`src/rtl/ifu_fetch.sv`:
```
// Instruction fetch unit: owns the PC, issues one word fetch at a time and hands results to decode.
// Build option IFU_MISALIGN_CHK_EN: a misaligned redirect target raises a fetch fault instead of being truncated.
module ifu_fetch #(
  parameter int unsigned           ADDR_WIDTH = 32,
  parameter int unsigned           INST_WIDTH = 32,
  parameter logic [ADDR_WIDTH-1:0] RESET_PC   = 32'h8000_0000
) (
  input  logic                  clk,
  input  logic                  rst_n,
  output logic                  imem_req_valid_o,
  input  logic                  imem_req_ready_i,
  output logic [ADDR_WIDTH-1:0] imem_req_addr_o,
  input  logic                  imem_rsp_valid_i,
  input  logic [INST_WIDTH-1:0] imem_rsp_data_i,
  input  logic                  imem_rsp_err_i,
  output logic [INST_WIDTH-1:0] instr_idu_o,
  output logic [ADDR_WIDTH-1:0] pc_idu_o,
  output logic                  valid_idu_o,
  input  logic                  ready_idu_i,
  input  logic                  redirect_en_exeu_i,
  input  logic [ADDR_WIDTH-1:0] redirect_pc_exeu_i,
  output logic                  fetch_err_o
);

  typedef enum logic [2:0] {IDLE, REQ, WAIT, HOLD, ERR} state_t;

  state_t                state_q, state_d;
  logic [ADDR_WIDTH-1:0] pc_q, pc_d;
  logic                  drop_q, drop_d;
  logic                  capture;
  logic [INST_WIDTH-1:0] instr_q;
  logic [ADDR_WIDTH-1:0] pc_idu_q;
  logic                  redir_ok, redir_bad;
  logic [ADDR_WIDTH-1:0] target;

`ifdef IFU_MISALIGN_CHK_EN
  assign redir_bad = redirect_en_exeu_i && (redirect_pc_exeu_i[1:0] != 2'b00);
  assign redir_ok  = redirect_en_exeu_i && (redirect_pc_exeu_i[1:0] == 2'b00);
  assign target    = redirect_pc_exeu_i;
`else
  assign redir_bad = 1'b0;
  assign redir_ok  = redirect_en_exeu_i;
  assign target    = redirect_pc_exeu_i & ~ADDR_WIDTH'(3);
`endif

  // NOTE: sequential state uses non-blocking assignments so every flop samples pre-edge values.
  always_ff @(posedge clk) begin
    if (!rst_n) state_q <= IDLE;
    else        state_q <= state_d;
  end

  // NOTE: every variable gets a default first, so no path through the case infers a latch.
  always_comb begin
    state_d = state_q;
    pc_d    = pc_q;
    drop_d  = drop_q;
    capture = 1'b0;
    if (redir_bad) begin
      state_d = ERR;
      drop_d  = 1'b0;
    end else if (redir_ok) begin
      pc_d    = target;
      drop_d  = 1'b0;
      state_d = REQ;
      // An accepted or still-outstanding old fetch must have its response discarded.
      if ((state_q == REQ && imem_req_ready_i) || (state_q == WAIT && !imem_rsp_valid_i)) begin
        state_d = WAIT;
        drop_d  = 1'b1;
      end
    end else begin
      case (state_q)
        IDLE: state_d = REQ;
        REQ:  if (imem_req_ready_i) state_d = WAIT;
        WAIT: begin
          if (imem_rsp_valid_i) begin
            if (drop_q) begin
              drop_d  = 1'b0;
              state_d = REQ;
            end else if (imem_rsp_err_i) begin
              state_d = ERR;
            end else begin
              capture = 1'b1;
              pc_d    = pc_q + ADDR_WIDTH'(4);
              state_d = HOLD;
            end
          end
        end
        HOLD:    if (ready_idu_i) state_d = REQ;
        ERR:     state_d = ERR;
        default: state_d = IDLE;
      endcase
    end
  end

  always_ff @(posedge clk) begin
    if (!rst_n) begin
      pc_q     <= RESET_PC;
      drop_q   <= 1'b0;
      instr_q  <= '0;
      pc_idu_q <= '0;
    end else begin
      pc_q   <= pc_d;
      drop_q <= drop_d;
      if (capture) begin
        instr_q  <= imem_rsp_data_i;
        pc_idu_q <= pc_q;
      end
    end
  end

  always_comb begin
    imem_req_valid_o = (state_q == REQ);
    imem_req_addr_o  = pc_q;
    valid_idu_o      = (state_q == HOLD);
    fetch_err_o      = (state_q == ERR);
    instr_idu_o      = instr_q;
    pc_idu_o         = pc_idu_q;
  end

endmodule

```
`config.mk`:
```
export PLATFORM = sky130hd
export DESIGN_NAME = ifu_fetch
export DESIGN_NICKNAME = d
export VERILOG_FILES = /design/src/rtl/ifu_fetch.sv
export SDC_FILE = /design/constraint.sdc
export NUM_CORES = 1
export LEC_CHECK = 0
export CAP_MARGIN = 10
export CORE_ASPECT_RATIO = 1.2
export CORE_MARGIN = 3
export CORE_UTILIZATION = 44
export CTS_CLUSTER_SIZE = 12
export DETAILED_ROUTE_END_ITERATION = 16
export PLACE_DENSITY = 0.92
export SLEW_MARGIN = 15
export SYNTH_ARGS = -nofsm -noshare
export SYNTH_HDL_FRONTEND = slang
export SYNTH_SLANG_ARGS = --single-unit
```
`constraint.sdc`:
```
create_clock -name clk -period 2.25 [get_ports clk]
set_clock_uncertainty 0.05 [all_clocks]
set_input_delay 0.45 -clock clk [delete_from_list [all_inputs] [get_ports clk]]
set_output_delay 0.45 -clock clk [all_outputs]
set_load 0.05 [all_outputs]
```
==> results of run 1 <==
[cell families (layout without fill, tap and decap cells)]
logic type / Yosys count / count (layout) / share of synthesized area
compound gates: 123 / 123 / 0.196
fa+ha+maj: 1 / 1 / 0.00292
mux: 1 / 1 / 0.00233
buf+inv: 44 / 215 / 0.0514
other cells: 1 / 4 / 0.000875
xor+xnor: 28 / 28 / 0.0572
simple gates: 219 / 219 / 0.241
flops: 96 / 96 / 0.448
[layer usage]
layer,GRT usage,vias up,share of wire
met5,0,-,0
met4,0.0968,0,0.027
met3,0.0638,29,0.084
met2,0.384,141,0.51
met1,0.244,1916,0.38
li1,-,2071,-
[synth_stat cells (2+ instances only)]
library cell	count
and3_1	2
a21oi_1	19
nand3_1	15
nand4b_1	2
nand2_1	145
a2bb2oi_1	2
nor2b_1	2
a21boi_0	58
inv_1	5
nand4_1	9
dfxtp_1	96
nor4_1	6
nand2b_1	3
and4_1	3
nand3b_1	2
xor2_1	14
xnor2_1	14
a21boi_1	4
buf_4	4
o21ai_0	25
or3_1	3
buf_6	3
nor2_1	8
o2bb2ai_1	2
nor4_4	2
clkbuf_1	25
buf_2	6
nor3_1	7
o211a_1	7
[state kept, by name (all words and copies together) (netlist names)]
register and count:
state_q 3, pc_idu_o 30, drop_q 1, instr_idu_o 32, imem_req_addr_o 30
[through the flow]
| stage | hold WS [ns] | instances | util | TNS (ns) | power [mW] |
|---|---|---|---|---|---|
| global placement | 0.391 | 791 | 0.666 | -5.40 | 2.56 |
| finish | 0.411 | 807 | 0.689 | 0 | 3.69 |
| detailed placement | 0.404 | 791 | 0.666 | -10.81 | 2.58 |
| global route | 0.416 | 807 | 0.689 | 0 | 3.83 |
| floorplan | 0.521 | 516 | - | 0 | 2.27 |
| CTS | 0.410 | 807 | 0.688 | 0 | 3.71 |
[worst max path at each step]
stage | to | depth (start not counted)
final | imem_req_addr_o[14] | 1
after global routing | imem_req_addr_o[19] | 1
after CTS | imem_req_addr_o[19] | 1
after detailed placement | imem_req_addr_o[13] | 6
after global placement | imem_req_addr_o[13] | 6
after floorplan | imem_req_addr_o[30] | 6
[power groups by stage]
stage	Combinational [mW]	Clock (mW)	Sequential [mW]
after floorplan	0.265	0	2.01
after global placement	0.707	0	1.86
after detailed placement	0.720	0	1.86
after CTS	0.724	1.17	1.82
after global routing	0.768	1.23	1.83
final	0.723	1.14	1.82
[area by class of cell]
cell class / instances / area share
sequential: 96 / 0.303
timing repair buffer: 194 / 0.298
clock inverter: 3 / 0.00627
multi-input combinational: 376 / 0.342
tap: 120 / 0.0235
clock buffer: 13 / 0.0249
inverter: 5 / 0.00294
==> flow_summary.yaml, run 1 <==
status:
  status: "finished clean"
die:
  initial_utilization: 0.462
  core_area_um2: 9270
  fp-row-count: 38
  die_w_um: 96.1
  die_area_um2: 11000
  die_y_um: 114
  io_pins: 170
clocking:
  cts.repair.resized: 0
  clkSinkCount: 96
  cts_hold_buf: 0
  cts_buffers: 9
  cts_tree: "done"
  clk_latency_ns: 0.36
  cts-root-buf: "clkbuf_8"
  clockBufferDepth: 2
  cts_htree_levels: 3
  cts_setup_buffers: 0
  clk_pin_slew_ns: 0.09
synth:
  synth_top_cell_by_area: "dfxtp_1"
  synth_ff_type: "dfxtp_1"
  synth-seq-cells: 96
  ys_seq_area_frac: 0.448
  syn-cell-area_um2: 4290
  synthTopCellsByArea: "dfxtp_1, nand2_1, a21boi_0"
  async_reset_ff_frac: 0
  yosysWarnings: 0
  synth_edf_count: 0
  synthDistinctLibCells: 49
  yosys.area.top_type_share: 0.448
  postSynthAreaPerCell_um2: 8.36
  synth_cells: 513
finish:
  multiInputGateArea_um2: 2180
  seq_area_um2: 1930
  finalNetCount: 754
  final_cell_area_um2: 6380
  drive_above_1_share: 0.102
  layout_common_cells: "clkdlybuf4s50_1, nand2_1, dfxtp_1, a21boi_0, buf_4"
  final_common_cell: "clkdlybuf4s50_1"
  area_growth_pct: 48.9
  fillers: 732
  diodes: 0
setup_path:
  rr_startpoint: "imem_req_addr_o[3]"
  crit_chain: "clkdlybuf4s50_1"
  crit_start: "imem_req_addr_o[14]"
  required_ns: 1.75
  reg2regPathDepth: 7
  crit_path_start_kind: "flip-flop"
  cp_num_buf_inv: 1
  cpPeakStageDelay_ns: 0.86
  critPathArrivalTime_ns: 1.70
  cp_max_fo: 7
  endpoint_kind: "primary output"
  cp_top_family: "buffers and inverters"
  critPathSlowestCell: "clkdlybuf4s50_1"
  critPathKind: "flip-flop to primary output"
  r2r-end: "imem_req_addr_o[22]"
  r2r_slack_ns: 0.12
worst_hold_path:
  holdCritStartpoint: "pc_idu_o[30]"
  whs_endpoint: "pc_idu_o[30]"
  min_delay_path_depth: 2
  hp-class: "flip-flop to flip-flop"
global_routing:
  antenna_found_initial: 0
  grt-ovfl-total: 0
  grt_max_degree: 41
  grt_use_total: 0.220
  grt_pass1_vias: 4087
  grt_pass1_wl_um: 19200
timing:
  fin_crit_ns: 2.20
  slew_headroom: 0.648
  rsz0062_at_grt: "false"
  worst_pin_slew_ns: 0.527
  hold_violations: 0
  finalWorstSetupSlack_ns: 0.0541
  setup_violations: 0
  fmax_ghz: 0.455
  slew_violations: 0
  fin_crit_sh: 0.976
pwr:
  power_density_nw_per_um2: 578
  sw_frac_of_total: 0.283
  combPwrFrac: 0.196
  p_clk_frac: 0.309
  p_leak_nw: 2.25
  p_int_mw: 2.65
  p_switching_mw: 1.04
  p_seq_frac: 0.495
  peakVddDrop_mv: 0.471
routing:
  drc: 0
  drtAntennaViolNets: 0
  first_pass_iters: 4
  vias: 4157
  wirelength_um: 12200
  routedWlPerCell_um: 15.2
  viasPerCell: 5.15
  drt_iter0_markers: 182
placement:
  portBuffers: 163
  detailed_place.area_um2: 6180
  pre_cts_ws_ns: -0.257
  dp.final_hpwl_um: 9340
  gp_congestion: 0.832
job:
  max_cap_viol_count: 0
No activity file was read; power rests on OpenSTA's default activity.
==> run 2: changes to the inputs <==
--- a/config.mk
+++ b/config.mk
@@ -8,10 +8,11 @@
 export CAP_MARGIN = 10
 export CORE_ASPECT_RATIO = 1.2
 export CORE_MARGIN = 3
-export CORE_UTILIZATION = 44
+export CORE_UTILIZATION = 47
 export CTS_CLUSTER_SIZE = 12
 export DETAILED_ROUTE_END_ITERATION = 16
-export PLACE_DENSITY = 0.92
+export PLACE_DENSITY = 0.95
+export SETUP_SLACK_MARGIN = 0.3
 export SLEW_MARGIN = 15
 export SYNTH_ARGS = -nofsm -noshare
 export SYNTH_HDL_FRONTEND = slang
==> constraint.sdc (replaced) <==
create_clock -name clk -period 2.8 [get_ports clk]
set_clock_uncertainty 0.05 [all_clocks]
set_input_delay 0.56 -clock clk [delete_from_list [all_inputs] [get_ports clk]]
set_output_delay 0.56 -clock clk [all_outputs]
set_load 0.05 [all_outputs]
==> run 2 against run 1 <==
Effect of this change:
- sequential power down 19%
- non-clock buffer count down 18
- largest cell class unchanged
- hold slack about the same
- cell count down 2.6%
- clock power down 28%
- wire length up 1.3%
- first-iteration DRC count up 23%
- global-route usage up 2.1 points
- register-to-register slack better by 0.42 ns
==> flow_summary.yaml, run 2 (synthesis gave the netlist of run 1 again) <==
pwr:
  p_seq_frac: 0.522
  sw_frac_of_total: 0.306
  power_density_nw_per_um2: 459
  p_clk_frac: 0.288
  p_int_mw: 1.97
  p_total_mw: 2.84
  combPwrFrac: 0.190
  p_switching_uw: 868
  p_leak_nw: 2.14
  peakVddDrop_mv: 0.335
timing:
  finalWorstSetupSlack_ns: 0.427
  rsz0062_at_grt: "false"
  fmax_ghz: 0.421
  setup_violations: 0
  fin_crit_ns: 2.37
  slew_headroom: 0.569
  slew_violations: 0
  hold_violations: 0
  finalSetupTns_ns: 0
  worst_pin_slew_ns: 0.641
  fin_crit_sh: 0.848
  timing.hold.ws_ns: 0.411
finish:
  layout_common_cells: "clkdlybuf4s50_1, nand2_1, dfxtp_1, a21boi_0, o21ai_0"
  drive_above_1_share: 0.0568
  fillers: 667
  final_common_cell: "clkdlybuf4s50_1"
  area_growth_pct: 44.2
  final_core_utilization: 0.707
  finalNetCount: 736
  diodes: 0
  final_cell_area_um2: 6180
  final_cells: 786
  largest_reg_flops: 32
routing:
  viasPerCell: 5.29
  drtAntennaViolNets: 0
  vias: 4155
  first_pass_iters: 4
  routedWlPerCell_um: 15.8
  drc: 0
  wirelength_um: 12400
  drt_iter0_markers: 223
placement:
  numPlacedInstances: 770
  gp_congestion: 0.840
  portBuffers: 163
  pre_cts_ws_ns: 0.113
  dp.final_hpwl_um: 9020
  detailed_place.area_um2: 6020
global_routing:
  antenna_found_initial: 0
  grt_use_total: 0.241
  grt_pass1_wl_um: 20200
  grt_max_degree: 63
  grt-ovfl-total: 0
  grt_pass1_vias: 4142
setup_path:
  cp_max_fo: 11
  critPathArrivalTime_ns: 1.76
  critPathKind: "flip-flop to primary output"
  crit_path_start_kind: "flip-flop"
  endpoint_kind: "primary output"
  required_ns: 2.19
die:
  initial_utilization: 0.490
  fp-row-count: 37
  die_y_um: 111
  io_pins: 170
  die_w_um: 93.2
  die_area_um2: 10300
  core_area_um2: 8750
clocking:
  clk_latency_ns: 0.35
  cts_buffers: 9
  clkSinkCount: 96
  cts_tree: "done"
  clockBufferDepth: 2
  cts_setup_buffers: 0
  clk_pin_slew_ns: 0.10
  cts_htree_levels: 3
  cts-root-buf: "clkbuf_8"
worst_hold_path:
  hp-class: "flip-flop to flip-flop"
status:
  status: "finished clean"
job:
  max_cap_viol_count: 0
[run 2: cell count changes in the layout (fill, tap and decap cells not counted), moves of 2 or more]
cell	previous run	this run
dlygate4sd2_1	0	3
clkbuf_8	11	9
nor4_1	4	6
inv_6	0	2
dfxtp_1	87	96
dfxtp_2	9	0
nor4_2	3	1
buf_4	30	10
[run 2: area by class of cell]
class,instances,area (um2),share of cell area
flip-flops and latches,96,1920,0.311
multi-input cells,376,2170,0.350
inverters,5,18.8,0.00304
well taps,117,146,0.0237
repair buffers,176,1760,0.284
clock inverters,6,43.8,0.00708
clock buffers,10,128,0.0206
[run 2: path summary, 6_finish.rpt]
path | start | end | slack (ns) | cells past startpoint
setup / recovery | state_q[0] | imem_req_valid_o | 0.43 | 3
hold / removal | pc_idu_o[22] | pc_idu_o[22] | 0.41 | 2
setup reg to reg | imem_req_addr_o[11] | imem_req_addr_o[31] | 0.54 | 5
hold reg to reg | pc_idu_o[22] | pc_idu_o[22] | 0.41 | 2
[run 2: critical path, stage by stage, from the launching register on]
cell	delay, ns
dfxtp_1	0.55
nand2b_1	0.19
nor2_1	0.12
dlygate4sd2_1	0.55
[run 2: repair_timing]
item	4_1_cts	5_1_grt
resized for setup	3	0
hold buffers	0	0
setup endpoints to repair	3	0
[run 2: power by group through the flow]
stage	logic (mW)	registers, mW	clock network (mW)
floorplan	0.213	1.61	0
global placement	0.528	1.51	0
detailed placement	0.542	1.51	0
CTS	0.541	1.48	0.833
global route	0.574	1.49	0.887
finish	0.540	1.48	0.817
[run 2: per-layer routing]
metal | track usage | vias to the layer above | routed length [um]
met5 | 0 | - | 0
met4 | 0.0684 | 0 | 210
met3 | 0.0647 | 20 | 896
met2 | 0.431 | 165 | 6330
met1 | 0.279 | 1923 | 4960
li1 | - | 2047 | -
